===== src/rtl/riscv_mem_pkg.sv =====
// Shared types and constants for the riscv_core memory responder.
// Holds the controller state enum, the fetch NOP and the fault cause codes.
package riscv_mem_pkg;

  typedef enum logic [1:0] {
    CLEAR = 2'd0,
    LOAD  = 2'd1,
    RUN   = 2'd2
  } mem_state_e;

  localparam logic [31:0] NOP_INSN = 32'h0000_0013;

  localparam logic [1:0] FAULT_NONE      = 2'd0;
  localparam logic [1:0] FAULT_IFETCH    = 2'd1;
  localparam logic [1:0] FAULT_DMISALIGN = 2'd2;
  localparam logic [1:0] FAULT_DRANGE    = 2'd3;

endpackage


===== src/rtl/riscv_mem_responder_if.sv =====
// Core-side and loader-side signals of the memory responder.
// fault/fault_code exist only when MEM_FAULT_EN is defined.
interface riscv_mem_responder_if #(
  parameter int XLEN = 32
);
  logic            core_rst;
  logic [XLEN-1:0] i_addr;
  logic [XLEN-1:0] ir_data;
  logic [XLEN-1:0] d_addr;
  logic [XLEN-1:0] dw_data;
  logic            d_we;
  logic [XLEN-1:0] dr_data;
  // Load port: a word moves on every edge where ld_valid && ld_ready are both
  // high; ld_ready does not depend on ld_valid, and ld_valid may idle freely.
  logic            ld_valid;
  logic [XLEN-1:0] ld_data;
  logic            ld_last;
  logic            ld_ready;
`ifdef MEM_FAULT_EN
  logic            fault;
  logic [1:0]      fault_code;
`endif

  modport slave (
`ifdef MEM_FAULT_EN
    output fault, fault_code,
`endif
    output core_rst, ir_data, dr_data, ld_ready,
    input  i_addr, d_addr, dw_data, d_we, ld_valid, ld_data, ld_last
  );

  modport master (
`ifdef MEM_FAULT_EN
    input  fault, fault_code,
`endif
    input  core_rst, ir_data, dr_data, ld_ready,
    output i_addr, d_addr, dw_data, d_we, ld_valid, ld_data, ld_last
  );
endinterface


===== src/rtl/riscv_word_ram.sv =====
// Word array with asynchronous read and synchronous write.
// A read of the word being written returns the old contents.
module riscv_word_ram #(
  parameter  int WIDTH = 32,
  parameter  int DEPTH = 32,
  localparam int AW    = $clog2(DEPTH)
) (
  input  logic             clk,
  input  logic             we_i,
  input  logic [AW-1:0]    waddr_i,
  input  logic [WIDTH-1:0] wdata_i,
  input  logic [AW-1:0]    raddr_i,
  output logic [WIDTH-1:0] rdata_o
);

  logic [WIDTH-1:0] mem_q [DEPTH];

  always_ff @(posedge clk) begin
    if (we_i) mem_q[waddr_i] <= wdata_i;
  end

  assign rdata_o = mem_q[raddr_i];

endmodule


===== src/rtl/riscv_mem_responder.sv =====
// Instruction/data memory for riscv_core: zero-fills dmem, loads the program, then runs.
// Optional fault detection is enabled with the MEM_FAULT_EN macro.
module riscv_mem_responder
  import riscv_mem_pkg::*;
#(
  parameter int XLEN       = 32,
  parameter int IMEM_DEPTH = 32,
  parameter int DMEM_DEPTH = 32
) (
  input  logic                  clk,
  input  logic                  rst,
  riscv_mem_responder_if.slave  mem_io,
  output mem_state_e            state_o
);

  localparam int IAW = $clog2(IMEM_DEPTH);
  localparam int DAW = $clog2(DMEM_DEPTH);
  localparam logic [IAW-1:0] PTR_LAST = IAW'(IMEM_DEPTH - 1);
  localparam logic [DAW-1:0] CNT_LAST = DAW'(DMEM_DEPTH - 1);

  mem_state_e     state_q;
  logic [DAW-1:0] cnt_q;
  logic [IAW-1:0] ptr_q;
  logic           core_rst_q;

  logic [IAW-1:0]  i_idx;
  logic [DAW-1:0]  d_idx;
  logic            i_in_range, d_in_range, store_ok;
  logic            imem_we, dmem_we;
  logic [DAW-1:0]  dmem_waddr;
  logic [XLEN-1:0] dmem_wdata, imem_rdata, dmem_rdata;

  assign i_idx      = mem_io.i_addr[IAW+1:2];
  assign d_idx      = mem_io.d_addr[DAW+1:2];
  assign i_in_range = (mem_io.i_addr[XLEN-1:IAW+2] == '0);
  assign d_in_range = (mem_io.d_addr[XLEN-1:DAW+2] == '0);

  assign imem_we = !rst && (state_q == LOAD) && mem_io.ld_valid;

  // CLEAR owns the dmem write port; the core only gets it in RUN.
  always_comb begin
    dmem_we    = 1'b0;
    dmem_waddr = d_idx;
    dmem_wdata = mem_io.dw_data;
    if (!rst) begin
      case (state_q)
        CLEAR: begin
          dmem_we    = 1'b1;
          dmem_waddr = cnt_q;
          dmem_wdata = '0;
        end
        RUN:     dmem_we = mem_io.d_we && d_in_range && store_ok;
        default: dmem_we = 1'b0;
      endcase
    end
  end

  riscv_word_ram #(.WIDTH(XLEN), .DEPTH(IMEM_DEPTH)) u_imem (
    .clk     (clk),
    .we_i    (imem_we),
    .waddr_i (ptr_q),
    .wdata_i (mem_io.ld_data),
    .raddr_i (i_idx),
    .rdata_o (imem_rdata)
  );

  riscv_word_ram #(.WIDTH(XLEN), .DEPTH(DMEM_DEPTH)) u_dmem (
    .clk     (clk),
    .we_i    (dmem_we),
    .waddr_i (dmem_waddr),
    .wdata_i (dmem_wdata),
    .raddr_i (d_idx),
    .rdata_o (dmem_rdata)
  );

  // core_rst drops on the same edge that enters RUN.
  always_ff @(posedge clk) begin
    if (rst) begin
      state_q    <= CLEAR;
      cnt_q      <= '0;
      ptr_q      <= '0;
      core_rst_q <= 1'b1;
    end else begin
      case (state_q)
        CLEAR: begin
          cnt_q <= cnt_q + 1'b1;
          if (cnt_q == CNT_LAST) state_q <= LOAD;
        end
        LOAD: begin
          if (mem_io.ld_valid) begin
            ptr_q <= ptr_q + 1'b1;
            if (mem_io.ld_last || (ptr_q == PTR_LAST)) begin
              state_q    <= RUN;
              core_rst_q <= 1'b0;
            end
          end
        end
        RUN:     core_rst_q <= 1'b0;
        default: begin
          state_q    <= CLEAR;
          core_rst_q <= 1'b1;
        end
      endcase
    end
  end

  assign mem_io.core_rst = core_rst_q;
  assign mem_io.ld_ready = (state_q == LOAD);
  assign mem_io.ir_data  = ((state_q == RUN) && i_in_range) ? imem_rdata : XLEN'(NOP_INSN);
  assign mem_io.dr_data  = d_in_range ? dmem_rdata : '0;
  assign state_o         = state_q;

`ifdef MEM_FAULT_EN
  logic       fault_q;
  logic [1:0] fault_code_q, cause_d;

  // Priority: fetch cause over misaligned store over out-of-range store.
  always_comb begin
    cause_d = FAULT_NONE;
    if ((mem_io.i_addr[1:0] != 2'b00) || !i_in_range)            cause_d = FAULT_IFETCH;
    else if (mem_io.d_we && (mem_io.d_addr[1:0] != 2'b00))       cause_d = FAULT_DMISALIGN;
    else if (mem_io.d_we && !d_in_range)                         cause_d = FAULT_DRANGE;
  end

  always_ff @(posedge clk) begin
    if (rst) begin
      fault_q      <= 1'b0;
      fault_code_q <= FAULT_NONE;
    end else if ((state_q == RUN) && !fault_q && (cause_d != FAULT_NONE)) begin
      fault_q      <= 1'b1;
      fault_code_q <= cause_d;
    end
  end

  assign store_ok          = (mem_io.d_addr[1:0] == 2'b00);
  assign mem_io.fault      = fault_q;
  assign mem_io.fault_code = fault_code_q;
`else
  logic unused_byte_bits;
  assign unused_byte_bits = ^{mem_io.i_addr[1:0], mem_io.d_addr[1:0]};
  assign store_ok         = 1'b1;
`endif

endmodule


===== src/flat_wrapper.sv =====
// flat-port wrapper written by rule: the top's interface ports become plain ports
module riscv_mem_responder_flat import riscv_mem_pkg::*;
#(
  parameter int XLEN       = 32,
  parameter int IMEM_DEPTH = 32,
  parameter int DMEM_DEPTH = 32
)
  (clk, rst, state_o, mem_io_core_rst, mem_io_ir_data, mem_io_dr_data, mem_io_ld_ready, mem_io_i_addr, mem_io_d_addr, mem_io_dw_data, mem_io_d_we, mem_io_ld_valid, mem_io_ld_data, mem_io_ld_last);
  riscv_mem_responder_if #(.XLEN(XLEN)) mem_io_i ();
  input  logic clk;
  input  logic rst;
  output mem_state_e state_o;
  output wire logic [$bits(mem_io_i.core_rst)-1:0] mem_io_core_rst;
  output wire logic [$bits(mem_io_i.ir_data)-1:0] mem_io_ir_data;
  output wire logic [$bits(mem_io_i.dr_data)-1:0] mem_io_dr_data;
  output wire logic [$bits(mem_io_i.ld_ready)-1:0] mem_io_ld_ready;
  input wire logic [$bits(mem_io_i.i_addr)-1:0] mem_io_i_addr;
  input wire logic [$bits(mem_io_i.d_addr)-1:0] mem_io_d_addr;
  input wire logic [$bits(mem_io_i.dw_data)-1:0] mem_io_dw_data;
  input wire logic [$bits(mem_io_i.d_we)-1:0] mem_io_d_we;
  input wire logic [$bits(mem_io_i.ld_valid)-1:0] mem_io_ld_valid;
  input wire logic [$bits(mem_io_i.ld_data)-1:0] mem_io_ld_data;
  input wire logic [$bits(mem_io_i.ld_last)-1:0] mem_io_ld_last;
  assign mem_io_core_rst = mem_io_i.core_rst;
  assign mem_io_ir_data = mem_io_i.ir_data;
  assign mem_io_dr_data = mem_io_i.dr_data;
  assign mem_io_ld_ready = mem_io_i.ld_ready;
  assign mem_io_i.i_addr = mem_io_i_addr;
  assign mem_io_i.d_addr = mem_io_d_addr;
  assign mem_io_i.dw_data = mem_io_dw_data;
  assign mem_io_i.d_we = mem_io_d_we;
  assign mem_io_i.ld_valid = mem_io_ld_valid;
  assign mem_io_i.ld_data = mem_io_ld_data;
  assign mem_io_i.ld_last = mem_io_ld_last;
  riscv_mem_responder #(.XLEN(XLEN), .IMEM_DEPTH(IMEM_DEPTH), .DMEM_DEPTH(DMEM_DEPTH)) u_core (.clk(clk), .rst(rst), .mem_io(mem_io_i), .state_o(state_o));
endmodule

===== config.mk =====
export PLATFORM = sky130hd
export DESIGN_NAME = riscv_mem_responder_flat
export DESIGN_NICKNAME = d
export VERILOG_FILES = /design/src/rtl/riscv_mem_pkg.sv /design/src/rtl/riscv_mem_responder_if.sv /design/src/rtl/riscv_word_ram.sv /design/src/rtl/riscv_mem_responder.sv /design/src/flat_wrapper.sv
export SDC_FILE = /design/constraint.sdc
export NUM_CORES = 2
export LEC_CHECK = 0
export CELL_PAD_IN_SITES_DETAIL_PLACEMENT = 1
export CELL_PAD_IN_SITES_GLOBAL_PLACEMENT = 1
export CORE_MARGIN = 2
export CORE_UTILIZATION = 50
export CTS_CLUSTER_DIAMETER = 60
export DETAILED_ROUTE_END_ITERATION = 7
export PLACE_DENSITY = 0.79
export SKIP_LAST_GASP = 1
export SLEW_MARGIN = 20
export SYNTH_ARGS = -nofsm -noshare
export SYNTH_HDL_FRONTEND = slang
export SYNTH_SLANG_ARGS = --single-unit

===== constraint.sdc =====
create_clock -name clk -period 3.5 [get_ports clk]
set_clock_uncertainty 0.05 [all_clocks]
set_input_delay 0.35 -clock clk [delete_from_list [all_inputs] [get_ports clk]]
set_output_delay 0.35 -clock clk [all_outputs]
set_load 0.01 [all_outputs]

# After elaboration in Yosys (flattened, before gate mapping)
# Memories as Yosys holds them, arrays and structs flattened.
# Cells that the tools add are included.
# W data, S select, Z words.
[op_classes] addsub=2 eq_ne=7 n_mux=19 n_bitwise=2 n_reduce_logical=12
[ops] cell="$mux W32" count=4
[ops] cell="$logic_not A25 Y1" count=2
[ops] cell="$add A5 B1 Y5 const B" count=2
[ops] cell="$eq A5 B5 Y1 const B" count=2
[ops] cell="$mux W5" count=2
[ops] cell="$mux W1" count=7
[ops] cell="$mux W2" count=3
[ops] cell="$ne A2 B1 Y1 const B" count=3
[ops] cell="$pmux W2 S3" count=1
[ops] cell="$logic_and A1 B1 Y1" count=4
[ops] cell="$reduce_and A4 Y1" count=1
[ops] cell="$pmux W1 S3" count=1
[ops] cell="$reduce_and A3 Y1" count=1
[ops] cell="$eq A2 B1 Y1 const B" count=1
[ops] cell="$eq A2 B2 Y1 const B" count=1
[ops] cell="$logic_not A2 Y1" count=1
[ops] cell="$not A1 Y1" count=2
[ops] cell="$pmux W1 S2" count=1
[ops] cell="$reduce_and A2 Y1" count=1
[ops] cell="$logic_not A1 Y1" count=1
[ops] cell="$logic_or A1 B1 Y1" count=1
[totals] reg_bits=13 ramBits=2048 input_bits=133 word_cells=48 mem_count=2
[mem_list] memory="u_core.u_dmem.mem_q" words=32 width=32 rd=1 rd_clocked_by_memory_dff=0 wr=1 line="riscv_word_ram.sv:16" rtl="logic [WIDTH-1:0] mem_q [DEPTH];"
[mem_list] memory="u_core.u_imem.mem_q" words=32 width=32 rd=1 rd_clocked_by_memory_dff=0 wr=1 line="riscv_word_ram.sv:16"

# Depth between registers and ports, before layout
[logic_depth] depth_word=6 mapped_depth=8

# Cells and area by module
# Synthesis repeated with hierarchy kept, for this count alone.
[hier_totals] cells_unflattened=4723 area_unflattened_um2=81396.8
[modules_own_cells] mod="riscv_word_ram" instances=2 cells_each=2228 area_each_um2=39844.5
[modules_own_cells] mod="riscv_mem_responder" instances=1 cells_each=267 area_each_um2=1707.9

# Least setup slack after synthesis
# Ideal clock, no wire load.
[synth_timing] path_kind="register to register" startpoint="register u_core.state_q[0] (netlist: u_core.state_o[0])" endpoint="memory u_core.u_dmem.mem_q[12][0] (enable)" setup_time_ps=432 arrival_time_ps=3325 required_ps=3018 slack_ps=-307 path_stages_with_launch=7 n_path_buf=1 synth_period_minus_slack_ps=3807 cell_sequence="dfxtp_1 inv_1 ha_1 buf_2 nor4bb_1 nand4_1 a21oi_1"
[synth_between] elab_chain_cells=5 word_cells_on_any_way=8 classes_between="eq/ne: 1; mux: 6; reduce/logical: 1"
[synth_rtl] item="start, declared" line="riscv_mem_responder.sv:21" rtl="mem_state_e state_q;"
[synth_rtl] item="start signal, assigned" line="riscv_mem_responder.sv:79" rtl="state_q <= CLEAR;"
[synth_rtl] item="start signal, assigned" line="riscv_mem_responder.sv:87" rtl="if (cnt_q == CNT_LAST) state_q <= LOAD;"
[synth_rtl] item="start signal, assigned" line="riscv_mem_responder.sv:93" rtl="state_q <= RUN;"
[synth_rtl] item="$eq A2 B2 Y1 or $logic_not A2 Y1 (tied branches)" line="riscv_mem_responder.sv:46" rtl="case (state_q)"
[synth_rtl] item="$pmux W1 S2" line="riscv_mem_responder.sv:46"
[synth_rtl] item="$mux W1" line="riscv_mem_responder.sv:45" rtl="if (!rst) begin"
[synth_rtl] item="$mux W1" line="riscv_word_ram.sv:19" rtl="if (we_i) mem_q[waddr_i] <= wdata_i;"
[synth_rtl] item="$mux W1 (implied by the code)" line="riscv_word_ram.sv:19"
[synth_rtl] item="end, declared" line="riscv_word_ram.sv:16"
# Several ways; a longest one is shown, not always the timed one.

# Final worst setup path
[layout_timing] startpoint="register u_core.state_q[0] (netlist: u_core.state_o[0])" endpoint="output port mem_io_ir_data[19]"
[layout_between] elab_chain_cells=3
[layout_rtl] item="$eq A2 B2 Y1" line="riscv_mem_responder.sv:109" rtl="assign mem_io.ir_data = ((state_q == RUN) && i_in_range) ? imem_rdata : XLEN'(NOP_INSN);"
[layout_rtl] item="$logic_and A1 B1 Y1" line="riscv_mem_responder.sv:109"
[layout_rtl] item="$mux W32" line="riscv_mem_responder.sv:109"
[layout_rtl] item="end, declared" line="flat_wrapper.sv:14" rtl="output wire logic [$bits(mem_io_i.ir_data)-1:0] mem_io_ir_data;"
# Every way passes these cells.

==> metrics <==
status finished, violations left; failing checks negative hold slack, negative setup slack; Die X 403 um; Setup Total Neg Slack -1.29 ns; measured slew at the worst slew-check pin 1.09 ns; area of the die 0.162 sq mm; post-layout instance area 0.0937 sq mm; clock power share 41.8%; vias post-DR 40850; Avg WL per Cell 35.4 um; Reg power frac 53.3%; Critical Path AT 3.31 ns; final period utilization 106%; worst-path maximum fanout 20; Layout area overhead 17.7%; DRC Markers 0; CTS tree yes; GRT Overall Usage 27.4%; Max-cap violations 0; worst skew pair latency 0.84 ns; Starting Density 50.3%; Area after DPL 0.0871 sq mm; IO Count 201; Mapped Area 0.0796 sq mm; layout cells sized above 1 29.7%; Comb pwr share 4.9%; Syn Nets 3625; Seq/Total Area, Yosys 77.6%; number of synthesized flops with an enable pin 2048; Site Rows 146; largest net degree at the start of global routing 58; Tmin final 3.71 ns; Hold Path Class in2reg; Core Region 0.158 sq mm; slew margin rel. 27.0%; Setup Buffers After CTS 0; Util after Layout 59.2%; worst endpoint required time 3.10 ns; root cell of the clock tree clkbuf_16; Remaining Overflow, GRT 0; #FFs+latches synth 2061; PnR worst setup slack -0.211 ns; PD cells 547 mW/mm^2; Hold Violations, Final 44; Post-DRT Antenna Nets 0; H-tree depth 4; kind of critical path reg2out; Worst Setup End Kind primary output; P_leak 29.8 nW; unrepaired setup endpoints after global routing yes; slowest cell delay on critical path 0.62 ns; Clock transition at path regs 0.06 ns; Cells after Synth 3482; Power Internal 40.2 mW; CP delay by family, top buffers and inverters; buffer and inverter count on the worst path 4; Initial DRC Count 4774; drt via density 6.55; Net Switching 11.1 mW; Placer Congestion 0.791; Post-Route WL 221000 um; peak supply drop 0.000529 V; number of I/O port buffers 196; TritonCTS buffer count 199; switching part of the total 21.6%; CTS Buffer Depth 3; startpoint types flip-flop; Fin Hold WS -0.0154 ns; first-pass GRT wire length 317000 um; drt pass-1 iters 7; post-synthesis cell type count 49; maximum clock rate 0.269 GHz; synth warn 0; antenna violations before repair 8; Slew Limit Fails 0; Final setup viols 7; Synth async-reset ratio 0%; critical-path cell list inv_2 -> ha_4 -> nor4b_2 -> buf_4 -> nand4_4 -> buf_12 -> a2111oi_2 -> clkdlybuf4s50_1; DP HPWL 126000 um; Fill cells 13026; Syn Area/Cell 22.9 sq um; top_reg_cell synth edfxtp_1; final net count 4131; vias in the first global route 43918; slowest CP cell clkdlybuf4s50_1; R2R Setup Slk 0.09 ns; Die Height 403 um; TritonCTS Sinks 2061
[cell usage after synthesis, types with 6 or more instances]
cell | number | area, sq um
edfxtp_1 | 2048 | 61500
mux4_2 | 485 | 10900
mux2i_1 | 175 | 1750
o22ai_1 | 98 | 613
buf_2 | 78 | 390
a22o_1 | 73 | 639
clkbuf_1 | 65 | 244
nor2_1 | 48 | 180
nor2b_1 | 41 | 257
nor4_1 | 41 | 257
and2_1 | 36 | 225
a211oi_1 | 33 | 248
a21oi_1 | 30 | 150
a2111oi_2 | 29 | 435
buf_6 | 25 | 282
nand2_1 | 25 | 93.8
buf_4 | 23 | 173
nand3_1 | 14 | 70.1
dfxtp_1 | 13 | 260
a22oi_1 | 12 | 90.1
ha_1 | 10 | 125
o21ai_0 | 9 | 45.0
a21o_1 | 7 | 52.6
inv_1 | 6 | 22.5
[sequential cells by signal, summed over array words and instances (netlist names)]
signal / cells
u_core.u_imem.mem_q: 1024
u_core.u_dmem.mem_q: 1024
u_core.state_o: 2
u_core.ptr_q: 5
u_core.mem_io.core_rst: 1
u_core.cnt_q: 5
[layout by cell type (no fill, tap or decap), types with 24 or more instances in the layout]
cell type / n
a211oi_1: 33
a21oi_4: 24
a22o_1: 73
and2_1: 32
buf_12: 101
buf_2: 30
buf_4: 198
clkbuf_1: 44
clkbuf_16: 200
clkdlybuf4s50_1: 135
clkinv_1: 49
clkinv_2: 31
edfxtp_1: 2048
mux2i_1: 173
mux4_2: 485
nor2_4: 33
nor2b_1: 40
nor4_1: 32
o22ai_1: 90
[final cells by class]
class	instances	area [sq um]	area share [%]
Sequential cell	2061	61800	65.9
Multi-Input combinational cell	1213	17400	18.6
Timing Repair Buffer	507	5400	5.76
Clock buffer	246	5200	5.55
Tap cell	2072	2590	2.77
Clock inverter	124	1250	1.34
Inverter	6	22.5	0.0240
Antenna cell	3	7.51	0.00802
[power groups by stage]
| stage | clock network [mW] | logic (mW) | registers [mW] |
|---|---|---|---|
| after floorplan | 0 | 1.41 | 27.8 |
| after global placement | 0 | 2.36 | 27.8 |
| after detailed placement | 0 | 2.48 | 27.8 |
| after CTS | 21.7 | 2.52 | 27.3 |
| after global routing | 22.4 | 2.65 | 27.3 |
| final | 21.4 | 2.52 | 27.3 |
[final timing paths]
kind / start / depth (start not counted) / to
worst min register to register: u_core.ptr_q[1] / 2 / u_core.ptr_q[1]
worst max-delay path: u_core.state_o[0] / 8 / mem_io_ir_data[19]
worst max register to register: u_core.state_o[0] / 7 / u_core.u_dmem.mem_q[27][28]
worst min-delay path: mem_io_ld_data[27] / 1 / u_core.u_imem.mem_q[17][27]
[stage by stage]
| step | setup WS (ns) | total power, mW | std cells |
|---|---|---|---|
| 3_5_place_dp | -0.304 | 30.3 | 5846 |
| 5_1_grt | -0.313 | 52.4 | 6231 |
| 2_1_floorplan | -0.307 | 29.2 | 3482 |
| 3_3_place_gp | -0.300 | 30.2 | 5846 |
| 6_report | -0.211 | 51.2 | 6232 |
| 4_1_cts | -0.243 | 51.5 | 6216 |
[timing repair]
item	4_1_cts	5_1_grt
pin swaps	0	0
resized for setup	45	26
hold buffers	0	13
hold endpoints to repair	0	250
endpoints found under the setup margin	40	35
[logic make-up (layout without fill, tap and decap cells)]
group	after synthesis	after routing	synth area share, %
multiplexers	666	666	16.1
other	0	3	0
AO/OA/AOI/OAI	295	295	2.91
XOR/XNOR	5	5	0.0550
flip-flops	2061	2061	77.6
buffers and inverters	208	883	1.56
adder cells (fa/ha/maj)	10	10	0.157
AND/OR/NAND/NOR	237	237	1.65
[layer usage]
metal,vias to the layer above,GRT usage [%],routed length [um]
li1,15964,-,-
met2,2408,46.2,112000
met1,21968,35.2,81600
met4,8,10.3,7920
met3,502,5.60,18800
met5,-,0,48
(Power assumes the default switching activity.)
==> variant (config.mk and constraints unchanged) <==
`IMEM_DEPTH` is set to 32 in 2 places; all go to 64.
--- a/src/rtl/riscv_mem_responder.sv
+++ b/src/rtl/riscv_mem_responder.sv
@@ -4,7 +4,7 @@
   import riscv_mem_pkg::*;
 #(
   parameter int XLEN       = 32,
-  parameter int IMEM_DEPTH = 32,
+  parameter int IMEM_DEPTH = 64,
   parameter int DMEM_DEPTH = 32
 ) (
   input  logic                  clk,
--- a/src/flat_wrapper.sv
+++ b/src/flat_wrapper.sv
@@ -2,7 +2,7 @@
 module riscv_mem_responder_flat import riscv_mem_pkg::*;
 #(
   parameter int XLEN       = 32,
-  parameter int IMEM_DEPTH = 32,
+  parameter int IMEM_DEPTH = 64,
   parameter int DMEM_DEPTH = 32
 )
   (clk, rst, state_o, mem_io_core_rst, mem_io_ir_data, mem_io_dr_data, mem_io_ld_ready, mem_io_i_addr, mem_io_d_addr, mem_io_dw_data, mem_io_d_we, mem_io_ld_valid, mem_io_ld_data, mem_io_ld_last);
Function: not settled (the Yosys comparison gave no result); the edit may change what the design does.
==> variant against the unedited design <==
The flow finishes with violations (negative setup slack). Final area increased by 50%. Setup slack got worse by 2.3 ps. Clock power increased by 58%. Combinational power increased by 65%. Sequential cell count increased by 1025. Power increased by 54%. Routed wire length increased by 72%. Synthesized area increased by 49%. Largest cell class unchanged. Highest routed layer unchanged.
==> variant: results (changes against the unedited design) <==
* Final setup viols at 25 (+18)
* Die width at 490.9 um (+22%)
* Status: complete, but fails checks
* H-tree levels at 5 (+1)
* Number of global-route vias before repair at 66878 (+52%)
* CP max FO at 1 (-95%)
* Most frequent cells after synthesis: edfxtp_1 (3072), mux4_2 (870), nor2_1 (169)
* Final #Nets at 6017 (+46%)
* CTS max path bufs at 4 (+1)
* Post-synth EDFFs at 3072 (+50%)
* Hpwl dp at 198900 um (+57%)
* Maximum vdd drop at 0.4663 mV (-12%)
* Final worst setup slack at -213.3 ps (-2.341 ps)
* Critical Path Max Stage Delay at 530 ps (-90 ps)
* R2R cell count at 9 (+2)
* First-pass GRT wire length at 523200 um (+65%)
* Largest net degree at the start of global routing at 65 (+12%)
* Metal3 WL at 41350 um (+120%)
* Grt met2 use at 0.5103 (+0.04817)
* Slowest CP cell: mux4_2
* Main area contributors after synthesis: edfxtp_1 (78%), mux4_2 (17%), mux2i_1 (1.1%)
* Gr usage total at 0.3102 (+0.03658)
* CTS Buf Count at 321 (+61%)
* Critical path launch point: u_core.u_imem.mem_q[39][26]
* Post-CTS Resized at 341 (+660%)
* Failing checks: negative setup slack
* Sequential-to-total area share from yosys stat at 0.7807 (+0.004622)
* Placer congestion estimate at 0.8300 (+4.9%)
* Relative slew slack at 0.2286 (-0.04169)
* Initial DRC count at 10151 (+110%)
* Via/cell ratio at 6.856 (+4.6%)
## variant: per-stage QoR
stage	area (um^2)	hold slack (ps)	instances	total power, mW	setup TNS (ps)
6_report	141000	124.7	9256	78.72	-1986
5_1_grt	141000	149.9	9255	80.15	-4991
4_1_cts	140200	64.22	9204	78.46	-3465
3_5_place_dp	129400	504.2	8650	45.41	-13480
3_3_place_gp	129400	491.7	8650	45.22	-11390
2_1_floorplan	118500	398.9	5053	43.60	-51500
## variant: critical path: cells and delay by family (launching register included)
family	cells	cell delay [ps]
AO/OA/AOI/OAI	2	550
buffers and inverters	2	410
multiplexers	2	1030
flip-flops	1	400
## variant: power groups by stage
stage	registers (mW)	logic (mW)	clock network, mW
floorplan	41.6	2.03	0
global placement	41.6	3.67	0
detailed placement	41.6	3.83	0
CTS	40.8	4.01	33.7
global route	40.8	4.31	35.1
finish	40.8	4.17	33.8
## variant: cell families after synthesis
kind of cell | synth area share
mux | 0.1767
flops | 0.7807
compound gates | 0.01098
simple gates | 0.01801
fa+ha+maj | 0.0006334
buf+inv | 0.01244
xor+xnor | 0.0005912
## variant: worst min path at each step
stage | endpoint | cells past startpoint
after floorplan | u_core.u_imem.mem_q[0][0] | 0
after global placement | u_core.cnt_q[1] | 2
after detailed placement | u_core.state_o[1] | 2
after CTS | u_core.u_imem.mem_q[16][5] | 1
after global routing | u_core.u_imem.mem_q[10][5] | 1
final | u_core.u_imem.mem_q[10][5] | 1
## variant: layout make-up
class | count | share of cell area
Sequential cell | 3086 | 0.6565
Antenna cell | 4 | 0.00007101
Inverter | 8 | 0.0002397
Tap cell | 3150 | 0.02796
Multi-Input combinational cell | 1687 | 0.1859
Clock buffer | 405 | 0.06057
Timing Repair Buffer | 774 | 0.05857
Clock inverter | 142 | 0.01021
